`src/rtl/mips_arb_pkg.sv`:
```
// Shared types for the data-RAM port arbiter: FSM states, bus bundle, defaults.
// Bus fields are sized by ARB_ADDR_W/ARB_DATA_W; the arbiter's ADDR_W/DATA_W
// must not exceed these.
package mips_arb_pkg;

  localparam int ARB_ADDR_W    = 32;
  localparam int ARB_DATA_W    = 32;
  localparam int ARB_MAX_BURST = 8;

  typedef enum logic [1:0] {
    S_CPU  = 2'd0,
    S_HALT = 2'd1,
    S_DBG  = 2'd2
  } arb_state_t;

  typedef struct packed {
    logic [ARB_ADDR_W-1:0] addr;
    logic                  read;
    logic                  write;
    logic [ARB_DATA_W-1:0] wdata;
  } mem_bus_t;

  localparam int MEM_BUS_W = $bits(mem_bus_t);

  // Counter width for a burst limit; a limit of 1 still needs one bit.
  function automatic int cnt_width(input int n);
    return (n > 1) ? $clog2(n) : 1;
  endfunction

endpackage

```
`src/rtl/mips_mem_port_mux.sv`:
```
// Combinational 2:1 RAM request mux: debug bus when selected, else CPU bus.
// When the CPU side is selected but frozen, its write strobe is masked so a
// held write cannot commit a second time.
module mips_mem_port_mux
  import mips_arb_pkg::*;
(
  input  logic                 i_sel_dbg,
  input  logic                 i_mask_write,
  input  logic [MEM_BUS_W-1:0] i_cpu_bus,
  input  logic [MEM_BUS_W-1:0] i_dbg_bus,
  output logic [MEM_BUS_W-1:0] o_mem_bus
);

  mem_bus_t w_cpu;
  mem_bus_t w_dbg;
  mem_bus_t w_out;

  assign w_cpu = i_cpu_bus;
  assign w_dbg = i_dbg_bus;

  // Pick the owner; a frozen CPU keeps address/read visible but never writes.
  always_comb begin
    w_out = w_cpu;
    if (i_sel_dbg) begin
      w_out = w_dbg;
    end else if (i_mask_write) begin
      w_out.write = 1'b0;
    end
  end

  assign o_mem_bus = w_out;

endmodule

```
`src/rtl/mips_data_port_arbiter.sv`:
```
// Arbitrates the single data RAM port between the CPU and a debug/dump port.
// Debug gets the port two edges after requesting (one freeze cycle first);
// ownership is bounded to MAX_BURST cycles while the CPU is active.
module mips_data_port_arbiter
  import mips_arb_pkg::*;
#(
  parameter int ADDR_W    = ARB_ADDR_W,
  parameter int DATA_W    = ARB_DATA_W,
  parameter int MAX_BURST = ARB_MAX_BURST
) (
  input  logic              clk,
  input  logic              reset,
  input  logic              cpu_active,
  input  logic [ADDR_W-1:0] cpu_address,
  input  logic              cpu_read,
  input  logic              cpu_write,
  input  logic [DATA_W-1:0] cpu_writedata,
  output logic [DATA_W-1:0] cpu_readdata,
  output logic              cpu_clk_enable,
  input  logic              dbg_req,
  input  logic [ADDR_W-1:0] dbg_address,
  input  logic              dbg_read,
  input  logic              dbg_write,
  input  logic [DATA_W-1:0] dbg_writedata,
  output logic              dbg_gnt,
  output logic [DATA_W-1:0] dbg_readdata,
  output logic [ADDR_W-1:0] mem_address,
  output logic              mem_read,
  output logic              mem_write,
  output logic [DATA_W-1:0] mem_writedata,
  input  logic [DATA_W-1:0] mem_readdata
);

  localparam int              CNT_W = cnt_width(MAX_BURST);
  localparam logic [CNT_W-1:0] LAST = CNT_W'(MAX_BURST - 1);

  arb_state_t       r_state;
  arb_state_t       w_state_nxt;
  logic [CNT_W-1:0] r_burst_cnt;
  logic [CNT_W-1:0] w_burst_cnt_nxt;
  logic             r_cooldown;
  logic             w_cooldown_nxt;
  logic             r_cpu_clk_enable;
  logic             r_dbg_gnt;

  mem_bus_t         w_cpu_bus;
  mem_bus_t         w_dbg_bus;
  mem_bus_t         w_mem_bus;

  // State, burst counter, cooldown and the Moore outputs all update together.
  always_ff @(posedge clk or negedge reset) begin
    if (!reset) begin
      r_state          <= S_CPU;
      r_burst_cnt      <= '0;
      r_cooldown       <= 1'b0;
      r_cpu_clk_enable <= 1'b1;
      r_dbg_gnt        <= 1'b0;
    end else begin
      r_state          <= w_state_nxt;
      r_burst_cnt      <= w_burst_cnt_nxt;
      r_cooldown       <= w_cooldown_nxt;
      r_cpu_clk_enable <= (w_state_nxt == S_CPU);
      r_dbg_gnt        <= (w_state_nxt == S_DBG);
    end
  end

  // Next-state: freeze for one cycle, then grant; a burst-limit exit forces
  // one cooldown pass through S_CPU so the CPU is guaranteed progress.
  always_comb begin
    w_state_nxt     = r_state;
    w_burst_cnt_nxt = r_burst_cnt;
    w_cooldown_nxt  = r_cooldown;
    case (r_state)
      S_CPU: begin
        w_cooldown_nxt  = 1'b0;
        w_burst_cnt_nxt = '0;
        if (dbg_req && !r_cooldown) begin
          w_state_nxt = S_HALT;
        end
      end
      S_HALT: begin
        w_burst_cnt_nxt = '0;
        w_state_nxt     = dbg_req ? S_DBG : S_CPU;
      end
      S_DBG: begin
        if (!dbg_req) begin
          w_state_nxt     = S_CPU;
          w_burst_cnt_nxt = '0;
        end else if (cpu_active && (r_burst_cnt == LAST)) begin
          w_state_nxt     = S_CPU;
          w_burst_cnt_nxt = '0;
          w_cooldown_nxt  = 1'b1;
        end else if (r_burst_cnt != LAST) begin
          w_burst_cnt_nxt = r_burst_cnt + 1'b1;
        end
      end
      default: begin
        w_state_nxt     = S_CPU;
        w_burst_cnt_nxt = '0;
      end
    endcase
  end

  assign w_cpu_bus = '{addr:  ARB_ADDR_W'(cpu_address),
                       read:  cpu_read,
                       write: cpu_write,
                       wdata: ARB_DATA_W'(cpu_writedata)};
  assign w_dbg_bus = '{addr:  ARB_ADDR_W'(dbg_address),
                       read:  dbg_read,
                       write: dbg_write,
                       wdata: ARB_DATA_W'(dbg_writedata)};

  mips_mem_port_mux u_mux (
    .i_sel_dbg    (r_state == S_DBG),
    .i_mask_write (r_state == S_HALT),
    .i_cpu_bus    (w_cpu_bus),
    .i_dbg_bus    (w_dbg_bus),
    .o_mem_bus    (w_mem_bus)
  );

  assign mem_address    = w_mem_bus.addr[ADDR_W-1:0];
  assign mem_read       = w_mem_bus.read;
  assign mem_write      = w_mem_bus.write;
  assign mem_writedata  = w_mem_bus.wdata[DATA_W-1:0];

  assign cpu_readdata   = mem_readdata;
  assign dbg_readdata   = r_dbg_gnt ? mem_readdata : '0;
  assign cpu_clk_enable = r_cpu_clk_enable;
  assign dbg_gnt        = r_dbg_gnt;

endmodule

```
`config.mk`:
```
export PLATFORM = sky130hd
export DESIGN_NAME = mips_data_port_arbiter
export DESIGN_NICKNAME = d
export VERILOG_FILES = /design/src/rtl/mips_arb_pkg.sv /design/src/rtl/mips_mem_port_mux.sv /design/src/rtl/mips_data_port_arbiter.sv
export SDC_FILE = /design/constraint.sdc
export NUM_CORES = 1
export LEC_CHECK = 0
export CORE_AREA = 2 2 117 119
export DETAILED_ROUTE_END_ITERATION = 10
export DIE_AREA = 0 0 119 121
export PLACE_DENSITY = 0.61
export SLEW_MARGIN = 30
export SYNTH_ARGS = -nofsm -noshare
export SYNTH_HDL_FRONTEND = slang
export SYNTH_SLANG_ARGS = --single-unit
```
`constraint.sdc`:
```
create_clock -name clk -period 1.6 [get_ports clk]
set_input_delay 0.24 -clock clk [delete_from_list [all_inputs] [get_ports clk]]
set_output_delay 0.24 -clock clk [all_outputs]
set_load 0.05 [all_outputs]
```
[Word-level counts from Yosys, hierarchy flattened]
Index checks and enable logic that the tools add are counted.
Storage, ports and cells
  word-level logic and storage cells: 38
  bits in registers: 8
  input bits: 168
Cells by class
  reductions and logical operators: 7
  mux-type cells: 17
  add/subtract/negate cells: 1
  eq/ne operators: 8
Operator list (number)
  $mux 32: 2
  $mux 33: 1
  $mux 3: 4
  $mux 2: 4
  $pmux 2 s3: 1
  $eq 2x2->1 const B: 2
  $logic_not 2->1: 2
  $mux 1: 4
  $ne 2x2->1 const B: 2
  $ne 4x4->1 const B: 1
  $add 3x1->3 const B: 1
  $eq 3x3->1 const B: 1
  $ne 3x3->1 const B: 1
  $reduce_and 3->1: 1
  $eq 2x1->1 const B: 1
  $logic_and 1x1->1: 2
  $pmux 1 s2: 1
  $reduce_bool 2->1: 1
  $logic_not 1->1: 1

[Longest topological paths before layout]
Gate-level depths: netlist of run 1.
  word-level depth: 6
  gate-level depth with buffers: 5

[By module]
A second synthesis of run 1 with hierarchy kept.
Second synthesis, totals
  cell total of the unflattened synthesis: 174
  area total of the unflattened synthesis: 1734.2 um2
Modules (own cells, without submodules)
  mips_mem_port_mux: area each 912.1 um2, cells an instance 75, instances 1
  mips_data_port_arbiter: area each 822.0 um2, cells an instance 99, instances 1

[Worst setup path after synthesis of run 1]
OpenSTA, ideal clock, no wires.
  path type: register to output
  from: reg r_dbg_gnt (netlist: dbg_gnt)
  to: out dbg_readdata[10]
  path slack: 0.015 ns
  arrival time: 1.345 ns
  cell stages (with the launch flop): 3
  required time: 1.360 ns
  cells stage by stage: dfrtp_1 > clkbuf_1 > and2_1
On the way
  word-level cells in the longest chain between the ends: 1
Ends and longest elaborated chain
  from (decl): RTL line mips_data_port_arbiter.sv:44  | logic r_dbg_gnt;
  from (signal assigned): RTL line mips_data_port_arbiter.sv:63  | r_dbg_gnt <= (w_state_nxt == S_DBG);
  $mux 32: RTL line mips_data_port_arbiter.sv:127  | assign dbg_readdata = r_dbg_gnt ? mem_readdata : '0;
  to (decl): RTL line mips_data_port_arbiter.sv:26  | output logic [DATA_W-1:0] dbg_readdata,
Every way passes these cells.

[Final worst setup path of run 1]
  from: reg r_state[0]
  to: out mem_address[5]
On the way
  word-level cells in the longest chain between the ends: 2
Ends and longest elaborated chain
  from (decl): RTL line mips_data_port_arbiter.sv:37  | arb_state_t r_state;
  from (signal assigned): RTL line mips_data_port_arbiter.sv:59  | r_state <= w_state_nxt;
  $eq 2x2->1: RTL line mips_data_port_arbiter.sv:114  | .i_sel_dbg (r_state == S_DBG),
  $mux 33: RTL line mips_mem_port_mux.sv:24  | if (i_sel_dbg) begin
  to (decl): RTL line mips_data_port_arbiter.sv:27  | output logic [ADDR_W-1:0] mem_address,
Every way passes these cells.

==> qor.log, run 1 <==
qor: synth.synth_compound_area_frac 0.0360
qor: synth.mux_cell_area_share_after_synthesis 0.486
qor: setup_path.cp.buffers_inverters 3
qor: setup_path.critical_path_required 1360 ps
qor: grt.grtUsageTotal 0.118
qor: timing.fin_worst_skew 3.77 ps
qor: pwr.static-leakage-power 2.40 nW
qor: setup_path.worst_setup_path_start_kind register
qor: pwr.intPower 1.94 mW
qor: synth.synth_net_count 344
qor: setup_path.gate_family_responsible_for_the_most_delay_along_the_worst_path buffers and inverters
qor: pwr.clkPwrFrac 0.124
qor: synth.synth_sequential_area_ratio 0.114
qor: setup_path.critical_path.max_stage_delay 400 ps
qor: synth.synth_xor_area_frac 0
qor: cts.clk_root_buffer_cell clkbuf_16
qor: pwr.power.switching_fraction 0.445
qor: cts.numCtsBuffers 3
qor: synth.synth.ff_latch_count 8
qor: placement.placement.io_buffers 299
qor: layout.instances_no_fill 627
qor: grt.maximum_number_of_pins_on_one_net_before_global_route_repair 34
qor: synth.synth.distinct_cells 23
qor: detailed_routing.route.detailed.wl_per_inst 15.4 µm
qor: detailed_routing.detail_route.wirelength 9640 µm
qor: layout.area_growth_syn_to_layout 221%
qor: grt.grt_pass1_vias 2372
qor: synth.synth_largest_type_area_fraction 0.246
qor: timing.final_hold_viol_count 0
qor: cts.clk_transition_reported_paths 40 ps
qor: timing.layout_setup_ws -249 ps
qor: status.violated_checks negative setup slack
qor: detailed_routing.via_count 2393
qor: detailed_routing.route.antenna.remaining_nets 0
qor: synth.synth_fa_ha_area_frac 0.0141
qor: layout.antennaDiodeCount 0
qor: timing.unrepaired_setup_endpoints_after_global_routing yes
qor: detailed_routing.route.detailed.drc 0
qor: min_path.worst_hold_path_type input pin to asynchronous set/reset pin
qor: setup_path.worstPathMaxFanout 8
qor: timing.worstMarginPinSlew 403 ps
qor: placement.place_hpwl 8080 µm
qor: pwr.ir_drop 0.327 mV
qor: synth.syn-instance-count 174
qor: floorplan.floorplan.core_area 0.0131 mm²
qor: detailed_routing.route.detailed.vias_per_inst 3.82
qor: synth.count_of_flip_flops_with_a_built_in_enable_after_synthesis 0
qor: status.outcome finished with violations
qor: synth.ys.flop_type dfrtp_1
qor: timing.maxClockFrequency 541 MHz
qor: synth.synth-simple-area-share 0.153
qor: pwr.design_power_total 3.50 mW
qor: grt.global_route_wire_length_before_repair 13400 µm
qor: setup_path.cp_cell_sequence nor2b_4, buf_4, clkbuf_16, mux2_4, buf_4
qor: cts.hold_bufs_inserted_after_cts 0
qor: grt.aggregate_global_routing_overflow 0
qor: setup_path.library_cell_appearing_most_often_on_the_critical_path buf_4
qor: placement.gp_congestion 0.748
qor: synth.count_of_warnings_emitted_by_yosys 0
qor: synth.library_cell_occupying_the_most_area_in_the_post_synthesis_netlist mux2_4
qor: cts.clockBufferDepth 2
qor: timing.worst_rel_slew_slack 0.730
qor: cts.tritoncts done
qor: detailed_routing.firstDrtPassIters 4
qor: floorplan.fp.dieArea 0.0144 mm²
qor: cts.ctsHtreeMaxLevel 1
qor: timing.finalSetupViolCount 66
qor: floorplan.start_util 0.135
qor: run.cap_viol_max_count 0
qor: pwr.total_switching_power 1.56 mW
qor: pwr.share_comb_of_total_power 0.811
qor: setup_path.worst-endpoint-arrival 1610 ps
qor: grt.grt_antenna_before_repair 0
qor: detailed_routing.first_iter_violations 48
qor: timing.finalCritPeriodShare 1.16
qor: floorplan.floorplan.rows 42
qor: setup_path.critPathKind register to output port
qor: floorplan.die_span_in_x 119 µm
qor: layout.layout.nets 622
qor: pwr.power.sequential.fraction 0.065
qor: setup_path.crit_path_top_delay_cell dfrtp_1
qor: timing.timing.final.crit_period 1850 ps
qor: timing.count_of_pins_over_their_slew_limit 0
qor: setup_path.setup.worst_path.end_class output port
qor: synth.synth_async_sr_flop_share 1.00
qor: floorplan.floorplan.die.height 121 µm
qor: layout.share_of_final_layout_standard_cells_stronger_than_drive_strength_1 0.488
qor: synth.synthesized_cell_area 0.00177 mm²
qor: synth.ys_top_cells_by_area mux2_4, mux2_2, buf_4
qor: floorplan.io_pins 300
qor: cts.worstSkewPairLatency 230 ps
qor: placement.placed_cells 614
qor: pwr.power_per_cell_area 615 mW/mm²
qor: synth.avgSynthCellArea 10.2 µm²
qor: synth.dominant_combinational_cell_family_by_area_after_synthesis multiplexers
qor: cts.tritoncts_num_sinks 8
## kinds of logic after synthesis
family	Yosys count
multiplexers	67
buffers and inverters	43
adder cells (fa/ha/maj)	2
AND/OR/NAND/NOR	45
flip-flops	8
AO/OA/AOI/OAI	9
## cells in the final DEF (no fill, tap or decap)
master           count
clkbuf_16            6
dfrtp_1              7
mux2_2              36
clkbuf_1             1
nor2b_1              3
mux2i_1              1
ha_1                 2
clkdlybuf4s50_1    167
o21ai_0              1
a22o_1               1
inv_1                1
a21oi_1              3
nor2b_4              1
buf_6               53
mux2_4              30
nand2_1              1
buf_4               18
o21a_1               2
nor4b_1              1
dfstp_2              1
a41oi_1              1
nor2_1               7
buf_12              69
a21boi_2             1
buf_8                3
and2_1              32
buf_16               2
## sequential cells by signal, summed over array words and instances, names as in the netlist
signal and count:
r_burst_cnt 3, r_state 2, r_cooldown 1, cpu_clk_enable 1, dbg_gnt 1
## what timing repair did
action / 4_1_cts / 5_1_grt
buffers inserted: 4 / 1
endpoints found under the setup margin: 66 / 67
pin swaps: 0 / 1
gates cloned: 1 / 4
gates resized for setup: 10 / 58
## metal layers
layer,wire length (µm),part of all wire,GRT usage
met4,76,0.0079,0.0156
met5,0,0,0
met3,740,0.077,0.0305
met2,5190,0.54,0.220
met1,3630,0.38,0.138
## cell usage after synthesis, types with 2 or more instances
master     n
a21oi_1    3
dfrtp_1    7
buf_12     3
nor2b_1    3
clkbuf_1   3
o21a_1     2
nor2_1     7
mux2_4    29
ha_1       2
mux2_2    37
and2_1    32
buf_4     35
## worst register-to-register path, cell delays in order (launching register included)
cell and delay (ps):
dfrtp_1 370, nor2b_4 140, buf_4 160, clkbuf_16 170
buf_4 140, a21boi_2 160, o21ai_0 290
## layout make-up
class	count	area (µm²)
clock buffers	4	78.8
fillers	1204	7390
inverters	1	3.75
multi-input cells	123	1230
flip-flops and latches	8	201
well taps	176	220
repair buffers	315	3960
## per-stage QoR
step | utilization | setup slack [ps] | hold slack (ps) | TNS, ps | cell area, µm²
floorplan | - | 15.1 | -55.6 | 0 | 1770
finish | 0.435 | -249 | 305 | -14650 | 5690
global placement | 0.397 | -27.0 | 469 | -274 | 5200
CTS | 0.411 | -267 | 306 | -16210 | 5380
global route | 0.435 | -313 | 326 | -18930 | 5690
detailed placement | 0.397 | -61.9 | 468 | -1670 | 5200
## power groups by stage
stage / Clock (mW) / Sequential (mW) / Combinational (mW)
CTS: 0.440 / 0.226 / 2.68
global placement: 0 / 0.228 / 2.60
floorplan: 0 / 0.252 / 1.47
global route: 0.455 / 0.227 / 2.94
detailed placement: 0 / 0.229 / 2.61
finish: 0.435 / 0.226 / 2.84
## final timing paths
| kind | slack (ps) | cells after the start | endpoint | start |
|---|---|---|---|---|
| setup / recovery | -250 | 5 | mem_address[5] | r_state[0] |
| hold / removal | 310 | 1 | r_cooldown | reset |
| setup reg to reg | 60 | 6 | cpu_clk_enable | r_state[1] |
| hold reg to reg | 470 | 1 | r_state[0] | r_cooldown |
| max in group asynchronous | 970 | 1 | cpu_clk_enable | reset |
| min in group clk | 470 | 1 | r_state[0] | r_cooldown |
Note: power is estimated with default switching activity, not from simulation.
==> run 2, diff against run 1 <==
--- a/config.mk
+++ b/config.mk
@@ -5,6 +5,7 @@
 export SDC_FILE = /design/constraint.sdc
 export NUM_CORES = 1
 export LEC_CHECK = 0
+export ABC_CLOCK_PERIOD_IN_PS = 1600
 export CORE_AREA = 2 2 117 119
 export DETAILED_ROUTE_END_ITERATION = 10
 export DIE_AREA = 0 0 119 121
==> results of run 2 <==
The final DEF is identical to that of run 1; final timing and power are the same.
==> run 3, diff against run 2 <==
--- a/config.mk
+++ b/config.mk
@@ -5,11 +5,12 @@
 export SDC_FILE = /design/constraint.sdc
 export NUM_CORES = 1
 export LEC_CHECK = 0
-export ABC_CLOCK_PERIOD_IN_PS = 1600
-export CORE_AREA = 2 2 117 119
+export ABC_AREA = 1
+export ABC_CLOCK_PERIOD_IN_PS = 2150
+export CORE_AREA = 2 2 116 118
 export DETAILED_ROUTE_END_ITERATION = 10
-export DIE_AREA = 0 0 119 121
-export PLACE_DENSITY = 0.61
+export DIE_AREA = 0 0 118 120
+export PLACE_DENSITY = 0.62
 export SLEW_MARGIN = 30
 export SYNTH_ARGS = -nofsm -noshare
 export SYNTH_HDL_FRONTEND = slang
==> constraint.sdc (replaced) <==
create_clock -name clk -period 2.15 [get_ports clk]
set_input_delay 0.3225 -clock clk [delete_from_list [all_inputs] [get_ports clk]]
set_output_delay 0.3225 -clock clk [all_outputs]
set_load 0.05 [all_outputs]
==> qor.log, run 3 <==
qor: cts.number_of_buffers_inserted_to_repair_setup_after_cts 0 [-4]
qor: timing.finalCritPeriodShare 0.920
qor: layout.antennaDiodeCount 0 [unchanged]
qor: placement.placement.cell_area 0.00552 mm² [+6.1%]
qor: min_path.worst_hold_path_type input pin to asynchronous set/reset pin
qor: cts.numCtsBuffers 3 [unchanged]
qor: setup_path.worst_setup_path_start_kind register
qor: layout.share_of_final_layout_standard_cells_stronger_than_drive_strength_1 0.231 [-0.257]
qor: synth.synth_sequential_area_ratio 0.118 [+0.00476]
qor: setup_path.critical_path.max_stage_delay 390 ps [about the same]
qor: grt.aggregate_global_routing_overflow 0 [unchanged]
qor: synth.syn-instance-count 353 [+100%]
qor: detailed_routing.first_iter_violations 108 [+130%]
qor: layout.final_common_cell nand2_1
qor: detailed_routing.via_count 2939 [+23%]
qor: setup_path.worstPathMaxFanout 63 [+55]
qor: floorplan.floorplan.rows 42 [unchanged]
qor: layout.nFillCells 1288 [+7.0%]
qor: cts.clk_transition_reported_paths 40 ps [about the same]
qor: cts.number_of_gates_resized_after_cts 0 [-10]
qor: timing.final_hold_viol_count 0 [unchanged]
qor: run.cap_viol_max_count 0 [unchanged]
qor: layout.reg.largest.list r_burst_cnt: 3 flops, r_state: 2 flops
qor: detailed_routing.firstDrtPassIters 4 [unchanged]
qor: detailed_routing.detail_route.wirelength 9510 µm [-1.4%]
qor: synth.synth.ff_latch_count 8 [unchanged]
qor: synth.avgSynthCellArea 4.82 µm² [-53%]
qor: synth.count_of_flip_flops_with_a_built_in_enable_after_synthesis 0 [unchanged]
qor: setup_path.cp.buffers_inverters 4 [+1]
qor: timing.unrepaired_setup_endpoints_after_global_routing no
qor: status.outcome finished clean
qor: setup_path.critical_path_required 1830 ps [+470 ps]
qor: layout.final_area 0.00560 mm² [-1.6%]
qor: cts.tritoncts_num_sinks 8 [unchanged]
qor: cts.tritoncts done
qor: detailed_routing.route.detailed.drc 0 [unchanged]
qor: synth.synth_top_cells_by_count nand2_1, inv_1, buf_4, nor2_1, buf_2
qor: pwr.power_per_cell_area 575 mW/mm² [-6.5%]
qor: timing.worst_rel_slew_slack 0.754 [+0.0241]
qor: timing.worstMarginPinSlew 367 ps [-36.0 ps]
qor: synth.count_of_warnings_emitted_by_yosys 0 [unchanged]
qor: layout.layout.nets 781 [+26%]
qor: cts.worstSkewPairLatency 230 ps [about the same]
qor: synth.ys_top_cells_by_area nand2_1, buf_4, dfrtp_1
qor: cts.clk_root_buffer_cell clkbuf_16
qor: setup_path.crit_path_top_delay_cell dfrtp_1
qor: floorplan.start_util 0.131 [-0.00440]
qor: placement.placement.io_buffers 299 [unchanged]
qor: layout.registers.top_by_ff_count r_burst_cnt
qor: grt.grt_antenna_before_repair 0 [unchanged]
qor: placement.gp_congestion 0.850 [+14%]
qor: floorplan.floorplan.core_area 0.0130 mm² [-0.80%]
qor: floorplan.fp.dieArea 0.0142 mm² [-1.7%]
qor: timing.setup_total_negative_slack 0 ps [+14650 ps]
qor: pwr.static-leakage-power 2.86 nW [+19%]
qor: synth.library_cell_occupying_the_most_area_in_the_post_synthesis_netlist nand2_1
qor: synth.synthesized_cell_area 0.00170 mm² [-4.0%]
qor: pwr.ir_drop 0.250 mV [-23%]
qor: synth.ys.flop_type dfrtp_1
qor: layout.final_util 0.431 [-0.00371]
qor: detailed_routing.route.detailed.vias_per_inst 3.74 [-2.0%]
qor: synth.synth_largest_type_area_fraction 0.523 [+0.277]
qor: cts.clockBufferDepth 2 [unchanged]
qor: synth.yosys.cell_count.top_type nand2_1
qor: timing.finalSetupViolCount 0 [-100%]
qor: floorplan.floorplan.die.height 120 µm [-0.83%]
qor: timing.maxClockFrequency 506 MHz
qor: setup_path.worst-endpoint-arrival 1660 ps [+50 ps]
qor: placement.placed_cells 782 [+27%]
qor: detailed_routing.route.detailed.wl_per_inst 12.1 µm [-21%]
qor: floorplan.die_span_in_x 118 µm [-0.84%]
qor: setup_path.cp_cell_sequence inv_1, nand2_2, inv_2, buf_12, nand2_1, nand2_1, buf_12
qor: timing.timing.final.crit_period 1980 ps
qor: grt.maximum_number_of_pins_on_one_net_before_global_route_repair 68 [+100%]
qor: timing.fin_worst_skew 1.76 ps [-2.01 ps]
qor: synth.synth_net_count 523 [+52%]
qor: grt.grtUsageTotal 0.126 [+0.00823]
qor: synth.synth_async_sr_flop_share 1.00 [unchanged]
qor: layout.largest_reg_flops 3 [unchanged]
qor: setup_path.critPathKind register to output port
qor: grt.global_route_wire_length_before_repair 14400 µm [+7.8%]
qor: layout.instances_no_fill 786 [+25%]
qor: synth.synth.distinct_cells 17 [-26%]
qor: cts.ctsHtreeMaxLevel 1 [unchanged]
qor: detailed_routing.route.antenna.remaining_nets 0 [unchanged]
qor: layout.most-common-layout-cells nand2_1, clkdlybuf4s50_1, buf_12, inv_1, buf_4
qor: timing.count_of_pins_over_their_slew_limit 0 [unchanged]
qor: cts.hold_bufs_inserted_after_cts 0 [unchanged]
qor: timing.fin_worst_hold_slack 371 ps [+66.1 ps]
qor: setup_path.gate_family_responsible_for_the_most_delay_along_the_worst_path buffers and inverters
qor: setup_path.setup.worst_path.end_class output port
qor: grt.grt_pass1_vias 2885 [+22%]
qor: placement.place_hpwl 8350 µm [+3.4%]
qor: layout.area_growth_syn_to_layout 229%
qor: floorplan.io_pins 300 [unchanged]
## run 3: logic make-up after synthesis
| logic type | Yosys count | synth area share |
|---|---|---|
| buf+inv | 85 | 0.287 |
| xor+xnor | 1 | 0.00515 |
| simple gates | 253 | 0.563 |
| fa+ha+maj | 2 | 0.0147 |
| flops | 8 | 0.118 |
| compound gates | 4 | 0.0118 |
## run 3: metrics by stage
step	power (mW)	setup WS, ps
final	3.22	172
after global routing	3.35	67.4
after CTS	3.26	183
after detailed placement	2.92	439
after global placement	2.90	456
after floorplan	1.49	463
## run 3: power by group
part / switching, mW / total [mW] / internal (mW)
clock network: 0.0770 / 0.324 / 0.247
logic: 1.47 / 2.72 / 1.25
registers: 0.00916 / 0.176 / 0.167
total: 1.56 / 3.22 / 1.66
## run 3: final timing paths
path                                     start               to  slack (ps)  cells past startpoint
worst max-delay path                r_state[0]  mem_address[21]         170                      7
worst min-delay path                     reset   r_burst_cnt[0]         370                      1
worst max register to register  r_burst_cnt[0]   cpu_clk_enable         690                      6
worst min register to register      r_cooldown       r_state[0]         460                      1
max in group asynchronous                reset   cpu_clk_enable        1470                      1
min in group clk                    r_cooldown       r_state[0]         460                      1
## run 3: worst register-to-register path, delay by kind of cell, from the launching register on
family	cells	cell delay (ps)
simple gates	3	310
flops	1	380
compound gates	1	230
fa+ha+maj	2	460
## run 3: area by class of cell
cell class | count | area [µm²] | area share
Clock buffer | 4 | 78.8 | 0.0141
Inverter | 36 | 135 | 0.0241
Multi-Input combinational cell | 260 | 1010 | 0.181
Sequential cell | 8 | 201 | 0.0360
Tap cell | 176 | 220 | 0.0393
Timing Repair Buffer | 302 | 3950 | 0.706
## run 3: layer usage
metal / wire length (µm) / track usage
met1: 3220 / 0.129
met2: 5250 / 0.247
met3: 921 / 0.0390
met4: 114 / 0.0316
met5: 0 / 0
